## src/rtl/booth_mult_arbiter.sv

```systemverilog
// Round-robin arbiter sharing one radix-4 Booth multiplier among NREQ clients.
// Optional RUN-state watchdog enabled by defining BOOTH_ARB_TIMEOUT_EN.
module booth_mult_arbiter #(
    parameter int unsigned NREQ        = 4,
    parameter int unsigned WIDTH       = 8,
    parameter int unsigned TIMEOUT_CYC = 64
) (
    input  logic                    clock,
    input  logic                    reset,
    input  logic [NREQ-1:0]         req,
    input  logic [NREQ*WIDTH-1:0]   req_a,
    input  logic [NREQ*WIDTH-1:0]   req_b,
    output logic [NREQ-1:0]         gnt,
    output logic [NREQ-1:0]         rsp_valid,
    output logic [2*WIDTH-1:0]      rsp_product,
    output logic                    rsp_err,
    output logic                    busy,
    output logic                    mul_go,
    output logic [WIDTH-1:0]        mul_sw,
    input  logic                    mul_done,
    input  logic [2*WIDTH-1:0]      mul_product
);

    localparam int unsigned PW = 2 * WIDTH;
    localparam int unsigned LW = (NREQ > 1) ? $clog2(NREQ) : 1;

    if (NREQ < 2 || NREQ > 8 || WIDTH < 1 || TIMEOUT_CYC < 1) begin : g_param_check
        $error("booth_mult_arbiter: parameter out of range");
    end

    typedef enum logic [2:0] {
        S_IDLE, S_LOAD_A, S_GAP, S_LOAD_B, S_RUN, S_RESP
    } state_t;

    state_t            state_q, state_d;
    logic [LW-1:0]     last_q, last_d;
    logic [WIDTH-1:0]  op_a_q, op_a_d, op_b_q, op_b_d;
    logic [NREQ-1:0]   gnt_q, gnt_d, rsp_valid_q, rsp_valid_d;
    logic [PW-1:0]     rsp_product_q, rsp_product_d;
    logic              busy_q, busy_d, mul_go_q, mul_go_d;
    logic [WIDTH-1:0]  mul_sw_q, mul_sw_d;
    logic [LW:0]       pick;
    logic [WIDTH-1:0]  sel_a, sel_b;

    // First set request bit after 'last', wrapping; MSB flags a hit.
    function automatic logic [LW:0] rr_pick(input logic [NREQ-1:0] r, input logic [LW-1:0] last);
        logic [LW:0]  res;
        int unsigned  cand;
        res = '0;
        for (int unsigned k = 1; k <= NREQ; k++) begin
            cand = (32'(last) + k) % NREQ;
            if (!res[LW] && r[cand[LW-1:0]]) res = {1'b1, cand[LW-1:0]};
        end
        return res;
    endfunction

    always_comb begin
        pick  = rr_pick(req, last_q);
        sel_a = '0;
        sel_b = '0;
        for (int unsigned i = 0; i < NREQ; i++) begin
            if (pick[LW-1:0] == LW'(i)) begin
                sel_a = req_a[i*WIDTH +: WIDTH];
                sel_b = req_b[i*WIDTH +: WIDTH];
            end
        end
    end

`ifdef BOOTH_ARB_TIMEOUT_EN
    localparam int unsigned CW = $clog2(TIMEOUT_CYC + 1);
    logic [CW-1:0] cnt_q, cnt_d;
    logic          err_q, err_d;
`endif

    always_comb begin
        state_d       = state_q;
        last_d        = last_q;
        op_a_d        = op_a_q;
        op_b_d        = op_b_q;
        gnt_d         = gnt_q;
        rsp_product_d = rsp_product_q;
`ifdef BOOTH_ARB_TIMEOUT_EN
        cnt_d         = cnt_q;
        err_d         = err_q;
`endif
        case (state_q)
            S_IDLE: begin
                if (pick[LW]) begin
                    state_d = S_LOAD_A;
                    last_d  = pick[LW-1:0];
                    op_a_d  = sel_a;
                    op_b_d  = sel_b;
                    gnt_d   = NREQ'(1) << pick[LW-1:0];
                end
            end
            S_LOAD_A: state_d = S_GAP;
            S_GAP:    state_d = S_LOAD_B;
            S_LOAD_B: begin
                state_d = S_RUN;
`ifdef BOOTH_ARB_TIMEOUT_EN
                cnt_d   = '0;
`endif
            end
            S_RUN: begin
                if (mul_done) begin
                    state_d       = S_RESP;
                    rsp_product_d = mul_product;
`ifdef BOOTH_ARB_TIMEOUT_EN
                    err_d         = 1'b0;
                end else if (cnt_q == CW'(TIMEOUT_CYC - 1)) begin
                    state_d       = S_RESP;
                    rsp_product_d = '0;
                    err_d         = 1'b1;
                end else begin
                    cnt_d         = cnt_q + CW'(1);
`endif
                end
            end
            S_RESP: begin
                state_d = S_IDLE;
                gnt_d   = '0;
            end
            default: begin
                state_d = S_IDLE;
                gnt_d   = '0;
            end
        endcase

        // Registered outputs are decoded from the upcoming state.
        busy_d      = (state_d != S_IDLE);
        mul_go_d    = (state_d == S_LOAD_A) || (state_d == S_LOAD_B);
        rsp_valid_d = (state_d == S_RESP) ? gnt_d : '0;
        case (state_d)
            S_LOAD_A, S_GAP: mul_sw_d = op_a_d;
            S_LOAD_B, S_RUN: mul_sw_d = op_b_d;
            default:         mul_sw_d = '0;
        endcase
    end

    always_ff @(posedge clock or negedge reset) begin
        if (!reset) begin
            state_q       <= S_IDLE;
            last_q        <= LW'(NREQ - 1);
            op_a_q        <= '0;
            op_b_q        <= '0;
            gnt_q         <= '0;
            rsp_valid_q   <= '0;
            rsp_product_q <= '0;
            busy_q        <= 1'b0;
            mul_go_q      <= 1'b0;
            mul_sw_q      <= '0;
        end else begin
            state_q       <= state_d;
            last_q        <= last_d;
            op_a_q        <= op_a_d;
            op_b_q        <= op_b_d;
            gnt_q         <= gnt_d;
            rsp_valid_q   <= rsp_valid_d;
            rsp_product_q <= rsp_product_d;
            busy_q        <= busy_d;
            mul_go_q      <= mul_go_d;
            mul_sw_q      <= mul_sw_d;
        end
    end

`ifdef BOOTH_ARB_TIMEOUT_EN
    always_ff @(posedge clock or negedge reset) begin
        if (!reset) begin
            cnt_q <= '0;
            err_q <= 1'b0;
        end else begin
            cnt_q <= cnt_d;
            err_q <= err_d;
        end
    end
    assign rsp_err = err_q;
`else
    assign rsp_err = 1'b0;
`endif

    assign gnt         = gnt_q;
    assign rsp_valid   = rsp_valid_q;
    assign rsp_product = rsp_product_q;
    assign busy        = busy_q;
    assign mul_go      = mul_go_q;
    assign mul_sw      = mul_sw_q;

endmodule

```

## config.mk

```make
export PLATFORM = sky130hd
export DESIGN_NAME = booth_mult_arbiter
export DESIGN_NICKNAME = d
export VERILOG_FILES = /design/src/rtl/booth_mult_arbiter.sv
export SDC_FILE = /design/constraint.sdc
export NUM_CORES = 1
export LEC_CHECK = 0
export CAP_MARGIN = 10
export CORE_ASPECT_RATIO = 0.5
export CORE_MARGIN = 8
export CORE_UTILIZATION = 30
export DETAILED_ROUTE_END_ITERATION = 8
export PLACE_DENSITY = 0.61
export SLEW_MARGIN = 15
export SYNTH_ARGS = -nofsm -noshare
export SYNTH_HDL_FRONTEND = slang
export SYNTH_SLANG_ARGS = --single-unit
```

## constraint.sdc

```tcl
create_clock -name clock -period 1.9 [get_ports clock]
set_input_delay 0.38 -clock clock [delete_from_list [all_inputs] [get_ports clock]]
set_output_delay 0.38 -clock clock [all_outputs]
set_load 0.02 [all_outputs]
```

# Word-level counts from Yosys, hierarchy flattened

Index checks and enable logic that the tools add are counted.
W data, S select, Z words.

Input bits: 87
Memory bits (read-only): 0
Bits in latches: 0
Register bits after elaboration: 55
Memory bits (writable): 0
Memories: 0

Shift-type cells: 1
Add/sub/neg operators: 4
Div/mod/pow operators: 0
Eq/ne operators: 12
Order comparisons: 4
Bitwise logic cells: 0
Reductions and logical operators: 15
Muxes and demuxes: 31
$mul: 0

Operator list:

| operator              | number |
|---|---|
| $mux W8               | 12 |
| $mux W3               | 6 |
| $pmux W8 S2           | 1 |
| $pmux W3 S5           | 1 |
| $eq A3 B2 Y1 const B  | 4 |
| $lt A2 B3 Y1 const B  | 4 |
| $eq A3 B3 Y1 const B  | 3 |
| $bmux W1 S2           | 4 |
| $mux W4               | 2 |
| $pmux W4 S2           | 1 |
| $eq A3 B1 Y1 const B  | 2 |
| $add A2 B1 Y2 const B | 2 |
| $add A2 B2 Y2 const B | 2 |
| $eq A2 B2 Y1 const B  | 2 |
| $mux W1               | 4 |
| $reduce_and A2 Y1     | 2 |
| $reduce_or A2 Y1      | 2 |
| $reduce_or A4 Y1      | 1 |
| $shl A1 B2 Y4 const A | 1 |
| $logic_and A1 B1 Y1   | 3 |
| $logic_not A1 Y1      | 3 |
| $logic_not A3 Y1      | 1 |
| $reduce_bool A3 Y1    | 1 |
| $eq A2 B1 Y1 const B  | 1 |
| other kinds (2)       | 2 |

# Logic depth before layout (Yosys ltp)

Gate-level depths: netlist (run 1).

Depth after elaboration: 21
Gate-level depth with buffers: 8
Mapped depth without buffers: 5

# Worst setup path before layout (run 1)

No wires, ideal clock.

Kind: register to register
Start: reg last_q[1]
End: reg mul_sw_q[4], in the netlist mul_sw[4]
Setup time: 131 ps
Cell stages (with the launch flop): 7
Arrival time: 1,698 ps
Slack: 71 ps
Data required time: 1,769 ps
Path through: dfstp_2 -> buf_4 -> mux2i_1 -> o221ai_4 -> buf_6 -> a211oi_1 -> o31ai_1

Word-level cells in the longest chain between the ends: 21
Elaborated cells on any way between the ends: 47

Ends and longest elaborated chain:

| what                          | RTL line | text |
|---|---|---|
| start: declaration            | 36       | `logic [LW-1:0] last_q, last_d;` |
| start signal: assignment      | 143      | `last_q <= LW'(NREQ - 1);` |
| start signal: assignment      | 154      | `last_q <= last_d;` |
| $add A2 B1 Y2                 | 51       | `cand = (32'(last) + k) % NREQ;` |
| $bmux W1 S2                   | 52       | `if (!res[LW] && r[cand[LW-1:0]]) res = {1'b1, cand[LW-1:0]};` |
| $mux W1 (implied by the code) | 52       |  |
| $mux W3                       | 52       |  |
| $logic_not A1 Y1              | 52       |  |
| $logic_and A1 B1 Y1           | 52       |  |
| $mux W3                       | 52       |  |
| $logic_not A1 Y1              | 52       |  |
| [... 3 more ...]              | -        |  |
| $logic_and A1 B1 Y1           | 52       |  |
| $mux W3 (*)                   | 52       |  |
| $logic_not A2 Y1              | 62       | `if (pick[LW-1:0] == LW'(i)) begin` |
| $mux W8 (4 in a row)          | 62       |  |
| $mux W8                       | 88       | `if (pick[LW]) begin` |
| $mux W8                       | 86       | `case (state_q)` |
| $pmux W8 S2 (*)               | 133      | `case (state_d)` |
| net mul_sw_d[4]               | 41       | `logic [WIDTH-1:0] mul_sw_q, mul_sw_d;` |
| end signal: assignment        | 162      | `mul_sw_q <= mul_sw_d;` |
| end: declaration              | 41       |  |

The timed path passes the listed nets; every way through them passes the cells marked *. The select of a mux whose other input is x is not followed.
A chain may end at the register's enable or synchronous reset.

# Final worst setup path (run 1)

Start: reg last_q[1]
End: reg mul_sw_q[6], in the netlist mul_sw[6]

The elaborated chain is that of the path after synthesis.

==> metrics, run 1 <==
CP required 2.07 ns; fraction of layout instances using a drive strength above 1 0.218; Filler Cell Count 850; clock transition at the registers of the reported paths 0.07 ns; worst slew pin tran 0.502 ns; Max Fclk 539 MHz; top post-synthesis cells by area dfrtp_1 (46%), mux2i_1 (10%), mux2_2 (6.7%), o221ai_1 (4.9%), nand2_1 (3.3%); syn nets 334; worst min path class input port to asynchronous set/reset pin; Critical Path Fanout Max 7; Post-Synthesis Cells 247; Setup Viol. Count Final 0; RSZ-0062 raised after global routing true; Antenna Nets Post-Route 0; synth warn 0; Tot GR Track Use 0.134; Yosys reg bits 55; drt wl/cell 17.1 um; mapped cell area 0.00286 mm^2; Final nets 471; H-tree Lvls 2; Seq/Total Area, Yosys 0.482; Sw Ratio 0.385; Antenna Cells 0; vias in the first global route 2849; first-pass GRT wire length 14200 um; Synth area leader dfrtp_1; Iter 0 DRT Violations 116; TNS Setup 0 ns; Crit path arrival time 2.02 ns; largest net degree at the start of global routing 56; Hold Buf Count CTS 0; core area 0.00935 mm^2; Leak 1.95 nW; clock power share 0.141; Setup CP Type register to register; Post-synth EDFFs 0; final worst path period need 1.85 ns; Max Transition Viols Final 0; syn_area_per_cell 11.6 um^2; crit share post-route 0.976; First-pass DRT Iterations 4; final WL 8670 um; status finished clean; Critical Path End Type register; GRT overflow 0; GR peak layer met2; Cell Int Power 0.00416 W; initial antenna violation count 0; root buffer cell clkbuf_16; Initial Util 0.306; CTS tree built; met3 Use GR 0.0360; max-cap violations 0; Power, Total 0.00677 W; Clock Tree Buf Depth 2; met1 Resource Use GR 0.165; Detailed Place HPWL 6800 um; sequential share of power 0.305; Die X 154 um; CP Launch Type register; Hold Violations, Final 0; area grow syn2layout 62.7%; Comb power frac 0.554; area share of the largest cell type after synthesis 0.464; Netlist cell types 47; I/O Buffers 120; NetSw 0.00261 W; Num CTS Buffers 5; Num Clock Sinks 55; DRC Markers 0; fraction of registers with async set/reset 1.00; Clock Latency Late Sink 0.29 ns; Power Density 1460 mW/mm^2; skew final 0.00380 ns; Vias per Instance 4.99; DR vias 2524; Worst VDD drop 437 uV; I/O pin cnt 122; Max-slew headroom 0.665; full die area 0.0131 mm^2; Die Y-Extent 85.0 um; FP Rows 25; met2 GRT Util 0.226; main flop type after synthesis dfrtp_1; gpl congestion 0.871
## routing by layer
metal  wire length (um)  up-vias
met5                  0        -
met4                119        0
met3                527       11
met2               4190       79
met1               3830     1230
li1                   -     1204
## layout by cell type (no fill, tap or decap), types with 3 or more instances in the layout
cell type,count
clkdlybuf4s50_1,116
dfrtp_1,53
nand2_1,24
mux2i_1,23
buf_4,19
mux2_2,17
o221ai_1,14
o31ai_1,7
nor2_1,6
clkbuf_16,6
nand2_2,5
and2_1,5
nand3_1,5
a21oi_1,5
buf_12,5
nand2b_1,4
o211ai_1,4
a21boi_0,4
a32oi_1,4
a22oi_1,4
mux2i_2,3
mux2i_4,3
a211oi_2,3
a22o_1,3
o21ai_0,3
dlymetal6s2s_1,3
## per-stage QoR
| step | cells | utilization | hold WS (ns) | cell area (um^2) | worst slack (ns) |
|---|---|---|---|---|---|
| 3_5_place_dp | 497 | 0.465 | 0.402 | 4350 | -0.366 |
| 5_1_grt | 506 | 0.497 | 0.0819 | 4650 | -0.0359 |
| 2_1_floorplan | 247 | - | 0.0844 | 2860 | 0.0707 |
| 6_report | 506 | 0.497 | 0.0604 | 4650 | 0.0456 |
| 4_1_cts | 505 | 0.484 | 0.0832 | 4530 | -0.000357 |
| 3_3_place_gp | 497 | 0.465 | 0.397 | 4350 | -0.268 |
## sequential cells by signal, indices dropped and copies added, names as in the netlist
register	count
state_q	3
op_a_q	8
rsp_valid	4
last_q	2
mul_go	1
rsp_product	16
op_b_q	8
busy	1
gnt	4
mul_sw	8
## timing repair
action                                  in CTS  in global routing
setup buffers                                0                  1
endpoints found under the setup margin      12                 25
resized for setup                            5                 19
cloned                                       0                  1
pin swaps                                    0                  5
## cell usage after synthesis, types with 3 or more instances
cell,number
mux2_2,17
a32oi_1,4
nand2_1,25
o221ai_1,16
a21boi_0,4
mux2i_1,29
buf_6,4
o31ai_1,7
a211oi_1,3
a22o_1,3
nand2_2,4
nand3_1,5
buf_2,6
buf_4,3
nor2_1,6
nor2b_1,3
a21oi_1,5
dfrtp_1,53
a22oi_1,4
and2_1,5
nand2b_1,5
o21ai_0,3
o211ai_1,4
## logic make-up (layout without fill, tap and decap cells)
group | count (synthesis) | in the layout | synth area share
simple gates | 62 | 62 | 0.112
other cells | 1 | 1 | 0.00131
xor+xnor | 1 | 1 | 0.00306
buf+inv | 18 | 156 | 0.0407
flops | 55 | 55 | 0.482
mux | 46 | 46 | 0.168
compound gates | 64 | 64 | 0.193
## critical path, cell delays in order, from the launching register on
cell and delay [ns]:
dfstp_2 0.60, nand2b_4 0.16, a21oi_4 0.07, o221ai_4 0.28
buf_12 0.18, mux2i_2 0.31, o221ai_2 0.13
## final timing paths
| kind | to | cells after the start | slack [ns] | from |
|---|---|---|---|---|
| max in group asynchronous | last_q[0] | 2 | 1.54 | reset |
| min in group clock | op_a_q[7] | 2 | 0.50 | op_a_q[7] |
| worst min register to register | op_a_q[7] | 2 | 0.50 | op_a_q[7] |
| worst max-delay path | mul_sw[6] | 6 | 0.05 | last_q[1] |
| worst min-delay path | mul_sw[2] | 2 | 0.06 | reset |
| worst max register to register | mul_sw[6] | 6 | 0.05 | last_q[1] |
## final cells by class
cell class	count	area, um^2	area share
multi-input combinational	174	1480	0.317
inverter	2	7.51	0.00161
sequential	55	1380	0.296
clock inverter	2	16.3	0.00350
tap	121	151	0.0326
timing repair buffer	146	1480	0.319
clock buffer	6	139	0.0299
## power groups by stage
| stage | Combinational [W] | Sequential, W | Clock, W |
|---|---|---|---|
| after floorplan | 0.00178 | 0.00232 | 0 |
| after global placement | 0.00349 | 0.00206 | 0 |
| after detailed placement | 0.00357 | 0.00208 | 0 |
| after CTS | 0.00360 | 0.00207 | 0.000984 |
| after global routing | 0.00406 | 0.00214 | 0.00103 |
| final | 0.00375 | 0.00206 | 0.000954 |
No activity file was read; power rests on OpenSTA's default activity.
==> inputs of run 2 (changes only) <==
CTS_CLUSTER_DIAMETER = 80   (was not set)
==> results of run 2 <==
No change in the layout: final DEF, timing and power equal those of run 1.
==> inputs of run 3 (changes only) <==
CORE_ASPECT_RATIO = 0.8   (was 0.5)
CTS_CLUSTER_DIAMETER = 100   (was 80)
REMOVE_ABC_BUFFERS = 1   (was not set)
==> metrics, run 3 (same netlist as run 1, synthesis figures left out) <==
largest net degree at the start of global routing 56; I/O Buffers 120; initial antenna violation count 0; first-pass GRT wire length 13800 um; R2R Setup Slk 0.05 ns; Max Fclk 539 MHz; fraction of layout instances using a drive strength above 1 0.221; met3 Use GR 0.0282; Setup CP Type register to register; CP required 2.05 ns; met2 GRT Util 0.228; Num Clock Sinks 55; area grow syn2layout 61.4%; Power, Total 0.00674 W; max-cap violations 0; root buffer cell clkbuf_16; Tot GR Track Use 0.134; worst hold margin 0.0783 ns; gpl congestion 0.769; Num CTS Buffers 5; Initial Util 0.303; Vias per Instance 4.95; Die Y-Extent 103 um; full die area 0.0129 mm^2; max reg flops 16; Max Transition Viols Final 0; CP Launch Type register; status finished clean; Final Cell Area 0.00462 mm^2; Antenna Cells 0; commonest non-fill, non-tap cells in the layout clkdlybuf4s50_1 (117), dfrtp_1 (53), buf_4 (25); met1 Resource Use GR 0.168; Crit path arrival time 2.00 ns; skew final 0.00900 ns; final worst setup slack 0.0461 ns; Clock Latency Late Sink 0.29 ns; most common cell after layout, fill and taps aside clkdlybuf4s50_1; Hold Buf Count CTS 0; Filler Cell Count 888; drt wl/cell 17.6 um; max incr delay on CP 0.60 ns; worst min path class input port to asynchronous set/reset pin; area post-placement 0.00436 mm^2; Setup Viol. Count Final 0; Critical Path Fanout Max 9; Clock Tree Buf Depth 2; Hold Violations, Final 0; Final nets 475; GRT overflow 0; vias in the first global route 2659; DR vias 2514; critical path buffer and inverter count 1; Iter 0 DRT Violations 136; Detailed Place HPWL 6960 um; Reg-to-Reg Start last_q[1]; Antenna Nets Post-Route 0; First-pass DRT Iterations 6; Post-Place Worst Slack -0.433 ns; CP max stage cell dfstp_2; RSZ-0062 raised after global routing true; final WL 8950 um; final worst path period need 1.85 ns; FP Rows 32; H-tree Lvls 2; Power Density 1460 mW/mm^2; crit share post-route 0.976; GR peak layer met2; Critical Path End Type register; cell family with most CP delay flip-flops; CP cell instances mux2i_2 -> o221ai_4 -> buf_12 -> mux2i_2 -> o221ai_1; CTS tree built; clock transition at the registers of the reported paths 0.07 ns; Util after Layout 0.488; Top cell by count, worst path mux2i_2; core area 0.00945 mm^2; DRC Markers 0; Critical Path Source last_q[1]; I/O pin cnt 122; Die X 125 um; Worst VDD drop 675 uV; Leak 1.94 nW
[run 3: cell count changes in the layout (fill, tap and decap cells not counted), sizes merged]
cell,change
clkinv,-1
dlymetal6s2s,-1
buf,+5
clkdlybuf4s50,+1
[run 3: final timing paths]
kind / end / cells past startpoint
setup / recovery: op_a_q[1] / 5
hold / removal: mul_sw[5] / 2
setup reg to reg: op_a_q[1] / 5
hold reg to reg: op_a_q[7] / 2
max in group asynchronous: last_q[0] / 2
min in group clock: op_a_q[7] / 2
[run 3: where the power goes]
group	switching [W]	internal [W]	leakage, nW
registers	0.000319	0.00171	0.685
logic	0.00185	0.00188	1.18
clock network	0.000422	0.000562	0.0761
total	0.00259	0.00415	1.94
[run 3: per-stage QoR]
step	std cells	TNS, ns
finish	508	0
global route	508	-0.139
CTS	507	-0.0156
detailed placement	497	-11.23
global placement	497	-9.60
floorplan	231	-1.04
[run 3: area by class of cell]
class                           count  area [um^2]  share of cell area
Clock buffer                        7          153              0.0331
Clock inverter                      1         7.51             0.00163
Inverter                            2         7.51             0.00163
Multi-Input combinational cell    174         1430               0.310
Sequential cell                    55         1380               0.299
Tap cell                          119          149              0.0323
Timing Repair Buffer              150         1490               0.323
[run 3: worst register-to-register path: cells and delay by family (launching register included)]
kind / cells / cell delay [ns]
AOI/OAI and AO/OA: 2 / 0.35
buffers and inverters: 1 / 0.19
DFF: 1 / 0.60
muxes: 2 / 0.58
[run 3: metal layers]
metal / wire length [um] / vias up
met5: 0 / -
met4: 124 / 0
met2: 4480 / 69
met3: 387 / 9
li1: - / 1209
met1: 3960 / 1227
[run 3: repair_timing]
action / 4_1_cts / 5_1_grt
gates resized for setup: 6 / 11
setup endpoints to repair: 27 / 28
endpoints found under the hold margin: 0 / 0
gates cloned: 0 / 0
setup buffers: 2 / 1
pin swaps: 3 / 3
